===== config.mk =====
export PLATFORM = sky130hd
export DESIGN_NAME = logic_block
export DESIGN_NICKNAME = d
export VERILOG_FILES = /design/src/rtl/logic_block.sv
export SDC_FILE = /design/constraint.sdc
export NUM_CORES = 1
export LEC_CHECK = 0
export CORE_ASPECT_RATIO = 1.75
export CORE_MARGIN = 2
export CORE_UTILIZATION = 50
export CTS_CLUSTER_SIZE = 8
export DETAILED_ROUTE_END_ITERATION = 8
export PLACE_DENSITY = 0.79
export SLEW_MARGIN = 20
export SYNTH_ARGS = -nofsm -noshare
export SYNTH_HDL_FRONTEND = slang
export SYNTH_SLANG_ARGS = --single-unit

===== constraint.sdc =====
create_clock -name clk -period 6.1 [get_ports clk]
set_clock_uncertainty 0.2 [all_clocks]
set_input_delay 0.61 -clock clk [delete_from_list [all_inputs] [get_ports clk]]
set_output_delay 0.61 -clock clk [all_outputs]
set_load 0.02 [all_outputs]

===== src/rtl/logic_block.sv =====
// Configurable logic block: N LUT-based logic elements with optional flip-flops,
// programmed through a serial shift chain that can be daisy-chained across blocks.
module logic_block #(
  parameter int LUT_INPUTS = 4,
  parameter int NUM_LE     = 4
) (
  input  logic                           clk,
  input  logic                           rst,
  input  logic                           config_en,
  input  logic                           config_data_in,
  output logic                           config_data_out,
  output logic                           cfg_valid,
  input  logic                           le_en,
  input  logic                           le_srst,
  input  logic [NUM_LE*LUT_INPUTS-1:0]   select,
  output logic [NUM_LE-1:0]              le_out
);

  localparam int K     = LUT_INPUTS;
  localparam int DEPTH = 1 << K;
  localparam int CFG_W = DEPTH + 3;
  localparam int TOTAL = NUM_LE * CFG_W;
  localparam int CW    = $clog2(TOTAL + 1);

  localparam logic [CW-1:0] TOTAL_C = CW'(TOTAL);
  localparam logic [CW-1:0] ONE_C   = CW'(1);

  logic [TOTAL-1:0]  cfg;
  logic [CW-1:0]     count;
  logic [NUM_LE-1:0] ff;
  logic [NUM_LE-1:0] lut_out;
  logic [NUM_LE-1:0] chain;
  logic [NUM_LE-1:0] init;
  logic [NUM_LE-1:0] reg_mode;
  logic [DEPTH-1:0]  lut [NUM_LE];
  logic [K-1:0]      esel;
  logic              prev;

  // Unpack each element's configuration word into named fields
  for (genvar g = 0; g < NUM_LE; g++) begin : g_fields
    assign chain[g]    = cfg[g*CFG_W + CFG_W - 1];
    assign init[g]     = cfg[g*CFG_W + CFG_W - 2];
    assign reg_mode[g] = cfg[g*CFG_W + CFG_W - 3];
    assign lut[g]      = cfg[g*CFG_W +: DEPTH];
  end

  // The tail of the chain is already a register, so daisy-chaining
  // never creates a combinational path between blocks.
  assign config_data_out = cfg[TOTAL-1];
  assign cfg_valid       = (count == TOTAL_C);

  // Shift chain and bit counter; a shift after a full image starts a new one
  always_ff @(posedge clk or posedge rst) begin
    if (rst) begin
      cfg   <= '0;
      count <= '0;
    end else if (config_en) begin
      cfg   <= {cfg[TOTAL-2:0], config_data_in};
      count <= (count == TOTAL_C) ? ONE_C : count + ONE_C;
    end
  end

  // LUT lookup and output muxing; chained elements ripple from i-1 to i
  always_comb begin
    lut_out = '0;
    le_out  = '0;
    esel    = '0;
    prev    = 1'b0;
    for (int i = 0; i < NUM_LE; i++) begin
      esel = select[i*K +: K];
      if (i > 0) begin
        if (chain[i]) esel[0] = prev;
      end
      lut_out[i] = lut[i][esel];
      le_out[i]  = cfg_valid & (reg_mode[i] ? ff[i] : lut_out[i]);
      prev       = le_out[i];
    end
  end

  // Element flip-flops: init while unconfigured or on sync reset, else capture
  always_ff @(posedge clk or posedge rst) begin
    if (rst) begin
      ff <= '0;
    end else begin
      for (int i = 0; i < NUM_LE; i++) begin
        if (!cfg_valid)   ff[i] <= init[i];
        else if (le_srst) ff[i] <= init[i];
        else if (le_en)   ff[i] <= lut_out[i];
      end
    end
  end

endmodule


==> run_results.csv, run 1 <==
group,metric,value,unit
global_route,grt.met1_usage,23.3,%
layout,final_core_util,61.7,%
global_route,antenna_found_initial,0,
clock_network,clock-sinks,87,
power,power_density,346,nW/um^2
clock_network,cts_root_buf,"clkbuf_16",
sta,setup_viol,0,
layout,fill_cells,696,
logic_synthesis,synth_edf_count,0,
outcome,outcome,"finished clean",
global_route,grt.busiest_layer,"met2",
global_route,grt_start_max_net_pins,98,
clock_network,htreeDepth,3,
layout,postLayoutCellArea,5350,um^2
critical_path,cp_cell_sequence,"clkdlybuf4s50_1 > nand2b_1 > o22ai_2 > o32a_4 > o21ai_4 > mux4_2 > a211oi_2 > o41ai_4 > a31oi_2 > buf_4 > mux4_2 > a22o_4 > o21a_4 > nor4b_4 > o31ai_2 > and4_4 > o31ai_4 > buf_6",
logic_synthesis,postSynthAreaPerCell,11.9,um^2
global_route,gr-usage-met2,35.6,%
critical_path,crit_top_cell,"mux4_2",
floorplan,die_h,129,um
sta,fmax,169,MHz
layout,diodes,0,
logic_synthesis,synthDistinctLibCells,61,
placed_design,dpl.hpwl,6020,um
layout,final_common_cell,"dfrtp_1",
clock_network,cts_tree,"done",
logic_synthesis,syn_nets,399,
logic_synthesis,yosysTopAreaCell,"dfrtp_1",
clock_network,numCtsBuffers,9,
critical_path,critPathLaunch,"select[3]",
route,drc,0,
flow_run,cap_violations,0,
critical_path,critical_path_class,"in2out",
sta,rsz0062_at_grt,"false",
layout,final_cell_mix,"dfrtp_1, mux2_2, nand2_1",
clock_network,ctsHoldBuffers,0,
power,ir_worst_vdd,0.206,mV
global_route,grt_util_all_layers,20.7,%
floorplan,coreArea,8670,um^2
critical_path,worst_setup_path_end_kind,"output pin",
sta,drv_slew,0,
placed_design,placedCellCount,515,
critical_path,r2r_start,"count[0]",
floorplan,fp.dieArea,9690,um^2
logic_synthesis,async_reset_ff_share,100,%
layout,final_cells,532,
critical_path,crit_slowest_cell,"clkdlybuf4s50_1",
placed_design,pre_cts_slack,-0.506,ns
global_route,gr-total-overflow,0,
route,ant_nets,0,
sta,setup-tns-final,0,ns
hold_path,hp-class,"reg2reg",
route,drt_iter0_drc,186,
layout,nets,435,
critical_path,crit_fanout,8,
logic_synthesis,seq_area_frac_synth,49.0,%
clock_network,clock_latency,0.34,ns
logic_synthesis,ys.flop_type,"dfrtp_1",
route,wire_per_inst,17.3,um
critical_path,cp.required,5.29,ns
critical_path,arrival,5.11,ns
sta,worst_pin_slew,1.06,ns
floorplan,io_pins,28,
route,vias,3097,
logic_synthesis,synth_top_area_share,49.0,%
placed_design,dpl-instance-area,4870,um^2
placed_design,place_congestion,0.939,
layout,area_delta_synth_final,20.3,%
sta,hold_viol,0,
logic_synthesis,synth_warnings,0,
route,wl,9230,um
sta,slew-limit-headroom,29.6,%
logic_synthesis,syn_area,4450,um^2
logic_synthesis,synth_seq_cells,87,
route,first_pass_iters,4,
critical_path,start_kind,"input pin",
global_route,use_met3,4.07,%
sta,fin_crit,5.92,ns
route,viasPerCell,5.82,
global_route,grt_pass1_vias,3269,
hold_path,worstHoldStart,"cfg[52]",
global_route,grt_pass1_wl,15200,um
clock_network,path_clk_slew,0.06,ns
sta,fin_crit_sh,97.1,%
logic_synthesis,synthCells,375,
logic_synthesis,synth_area_leaders,"dfrtp_1, mux2_2, nand2_1",
floorplan,die_x,75.3,um
sta,fin_ws,0.177,ns
power,p_leak,2.34,nW
floorplan,rows,45,
placed_design,io_buffers,27,
critical_path,max_stage_delay,0.55,ns
floorplan,start_util,51.3,%
layout,drive_above_1_share,34.7,%
clock_network,clock_path_buffers,2,
-- logic make-up (layout without fill, tap and decap cells) --
group	count (synthesis)	in the layout	share of synthesized area (%)
and+or+nand+nor	96	96	10.8
muxes	88	88	24.2
DFF	87	87	49.0
AOI/OAI and AO/OA	67	67	12.0
buffers and inverters	33	73	3.10
adders and majority gates	2	2	0.563
xor gates and xnor gates	2	2	0.394
-- worst max-delay path: cells and delay by family --
| family | cells | cell delay, ns |
|---|---|---|
| compound gates | 10 | 2.23 |
| buf+inv | 3 | 0.85 |
| mux | 2 | 0.83 |
| simple gates | 3 | 0.61 |
-- worst paths after layout --
| kind | depth (start not counted) | to | slack, ns |
|---|---|---|---|
| setup reg to reg | 20 | ff[3] | 1.34 |
| hold reg to reg | 2 | cfg[53] | 0.28 |
| max in group asynchronous | 3 | cfg[39] | 4.54 |
| min in group asynchronous | 3 | cfg[0] | 0.59 |
| setup / recovery | 18 | le_out[3] | 0.18 |
| hold / removal | 2 | cfg[53] | 0.28 |
-- cell usage after synthesis, types with 2 or more instances --
library cell  instances
dfrtp_1              87
mux2_2               73
nand2_1              38
o21ai_0              18
inv_1                17
nor2_1               14
nand2b_1             11
clkbuf_1              8
mux2i_1               8
nor2b_1               6
nor3_1                6
a22oi_1               4
buf_1                 4
mux4_1                4
nand3_1               4
nor4b_1               4
o211ai_1              4
o31ai_1               4
a21oi_1               3
a221o_1               3
a311o_1               3
mux4_2                3
a211o_1               2
a21o_2                2
a31oi_1               2
and2_1                2
ha_1                  2
nand4_1               2
o21a_1                2
o22ai_1               2
or2_2                 2
xor2_1                2
-- report_power, final --
group,leakage [nW],internal [W],total (W),switching [W]
sequential,1.15,0.000743,0.000892,0.000149
combinational,1.05,0.000250,0.000439,0.000189
clock,0.140,0.000305,0.000518,0.000212
total,2.34,0.00130,0.00185,0.000550
-- registers in the layout (all words and copies together), names as in the netlist --
signal and count:
ff 4, cfg 76, count 7
-- final cells by class --
class                      instances  area [um^2]  area share (%)
clock inverter                     3         17.5           0.328
timing repair buffer              40          383            7.16
clock buffer                      12          267            4.98
tap                              117          146            2.74
inverter                          18         70.1            1.31
multi-input combinational        255         2290            42.8
sequential                        87         2180            40.7
-- timing repair --
item	CTS	global route
resized for setup	15	21
setup endpoints to repair	1	1
setup buffers	0	2
pin swaps	3	16
hold endpoints to repair	0	0
-- per-stage QoR --
step / total power (W) / hold slack [ns]
finish: 0.00185 / 0.285
global route: 0.00195 / 0.314
CTS: 0.00183 / 0.291
detailed placement: 0.00130 / 0.276
global placement: 0.00128 / 0.265
floorplan: 0.00116 / 0.253
-- layer usage --
| layer | share of wire (%) | routed length (um) |
|---|---|---|
| met2 | 55 | 5040 |
| met1 | 38 | 3520 |
| met3 | 2.3 | 211 |
| met4 | 4.9 | 452 |
| met5 | 0 | 0 |
No activity file was read; power rests on OpenSTA's default activity.
==> run 2: changes to the inputs <==
--- a/config.mk
+++ b/config.mk
@@ -10,8 +10,9 @@
 export CORE_UTILIZATION = 50
 export CTS_CLUSTER_SIZE = 8
 export DETAILED_ROUTE_END_ITERATION = 8
+export GPL_TIMING_DRIVEN = 1
 export PLACE_DENSITY = 0.79
-export SLEW_MARGIN = 20
+export SLEW_MARGIN = 0
 export SYNTH_ARGS = -nofsm -noshare
 export SYNTH_HDL_FRONTEND = slang
 export SYNTH_SLANG_ARGS = --single-unit
==> run_results.csv, run 2 (same netlist as run 1, synthesis figures left out) <==
group,metric,value,unit
global_route,grt_pass1_wl,15200,um
route,vias,3097,
route,wire_per_inst,17.3,um
layout,area_delta_synth_final,20.2,%
floorplan,rows,45,
outcome,outcome,"finished clean",
route,ant_nets,0,
placed_design,place_congestion,0.939,
clock_network,clock_path_buffers,2,
critical_path,start_kind,"input pin",
layout,diodes,0,
clock_network,numCtsBuffers,9,
sta,rsz0062_at_grt,"false",
layout,final_cell_mix,"dfrtp_1, mux2_2, nand2_1",
layout,nets,435,
clock_network,path_clk_slew,0.06,ns
critical_path,arrival,5.11,ns
global_route,grt_start_max_net_pins,98,
clock_network,cts_root_buf,"clkbuf_16",
clock_network,ctsHoldBuffers,0,
global_route,grt_pass1_vias,3269,
layout,largest_register_ffs,76,
sta,worst_pin_slew,1.09,ns
layout,top_regs,"cfg x76, count x7, ff x4",
floorplan,start_util,51.3,%
floorplan,io_pins,28,
clock_network,clock-sinks,87,
hold_path,hold_depth,2,
critical_path,r2r_start,"count[0]",
placed_design,io_buffers,27,
critical_path,reg2reg_depth,20,
floorplan,coreArea,8670,um^2
route,wl,9210,um
layout,final_core_util,61.6,%
clock_network,htreeDepth,3,
layout,final_common_cell,"dfrtp_1",
global_route,grt_util_all_layers,20.7,%
route,first_pass_iters,4,
clock_network,cts_tree,"done",
sta,hold_viol,0,
global_route,antenna_found_initial,0,
critical_path,r2r_slack,1.34,ns
power,ir_worst_vdd,0.206,mV
layout,postLayoutCellArea,5340,um^2
placed_design,dpl.hpwl,6020,um
layout,drive_above_1_share,34.7,%
hold_path,min_to,"cfg[53]",
flow_run,cap_violations,0,
route,viasPerCell,5.82,
power,total_power,0.00185,W
critical_path,critical_path_class,"in2out",
critical_path,worst_setup_path_end_kind,"output pin",
floorplan,fp.dieArea,9690,um^2
layout,largest_register,"cfg",
sta,fin_crit_sh,97.0,%
floorplan,die_x,75.3,um
sta,fmax,169,MHz
critical_path,crit_fanout,8,
power,power_density,346,nW/um^2
route,drc,0,
sta,fin_crit,5.92,ns
sta,drv_slew,0,
floorplan,die_h,129,um
sta,slew-limit-headroom,27.5,%
placed_design,dpl-instance-area,4870,um^2
clock_network,clock_latency,0.34,ns
global_route,gr-total-overflow,0,
sta,setup_viol,0,
critical_path,r2r_end,"ff[3]",
hold_path,worstHoldStart,"cfg[52]",
power,p_leak,2.33,nW
critical_path,cp.required,5.29,ns
hold_path,hp-class,"reg2reg",
sta,timing.hold.ws,0.285,ns
route,drt_iter0_drc,203,
## run 2: critical path: stages
cell             delay, ns
clkdlybuf4s50_1       0.55
nand2b_1              0.14
o22ai_2               0.11
o32a_4                0.39
o21ai_4               0.16
mux4_2                0.53
a211oi_2              0.27
o41ai_4               0.14
a31oi_2               0.24
buf_4                 0.15
mux4_2                0.31
o22ai_4               0.24
buf_6                 0.13
o21a_4                0.23
nor4b_4               0.06
o31ai_1               0.32
and4_4                0.31
o31ai_4               0.08
buf_6                 0.14
## run 2: area by class of cell
cell class,instances,area (um^2)
Fill cell,696,3330
Tap cell,117,146
Multi-Input combinational cell,255,2290
Clock inverter,3,17.5
Inverter,18,70.1
Sequential cell,87,2180
Clock buffer,12,267
Timing Repair Buffer,40,379
## run 2: per-stage QoR
stage	std cells	setup slack [ns]	TNS [ns]
2_1_floorplan	375	0.679	0
4_1_cts	530	0.0166	0
5_1_grt	532	0.0223	0
3_5_place_dp	515	-0.506	-0.506
6_report	532	0.184	0
3_3_place_gp	515	-0.374	-0.374
## run 2: power by group
part	switching [W]	internal, W
clock network	0.000213	0.000305
registers	0.000149	0.000743
logic	0.000188	0.000250
total	0.000550	0.00130
## run 2: repair_timing
action	in CTS	in global routing
setup buffers	0	2
gates resized for setup	15	21
setup endpoints to repair	1	1
pin swaps	3	16
## run 2: metal layers
layer | GRT usage, % | part of all wire [%]
met1 | 23.3 | 38
met2 | 35.6 | 54
met3 | 4.07 | 2.7
met4 | 11.5 | 4.9
met5 | 0 | 0
## run 2: worst max path at each step
stage | start | to | slack, ns
after floorplan | select[2] | le_out[3] | 0.68
after global placement | select[2] | le_out[3] | -0.37
after detailed placement | select[2] | le_out[3] | -0.51
after CTS | select[2] | le_out[3] | 0.02
after global routing | select[3] | le_out[3] | 0.02
final | select[3] | le_out[3] | 0.18
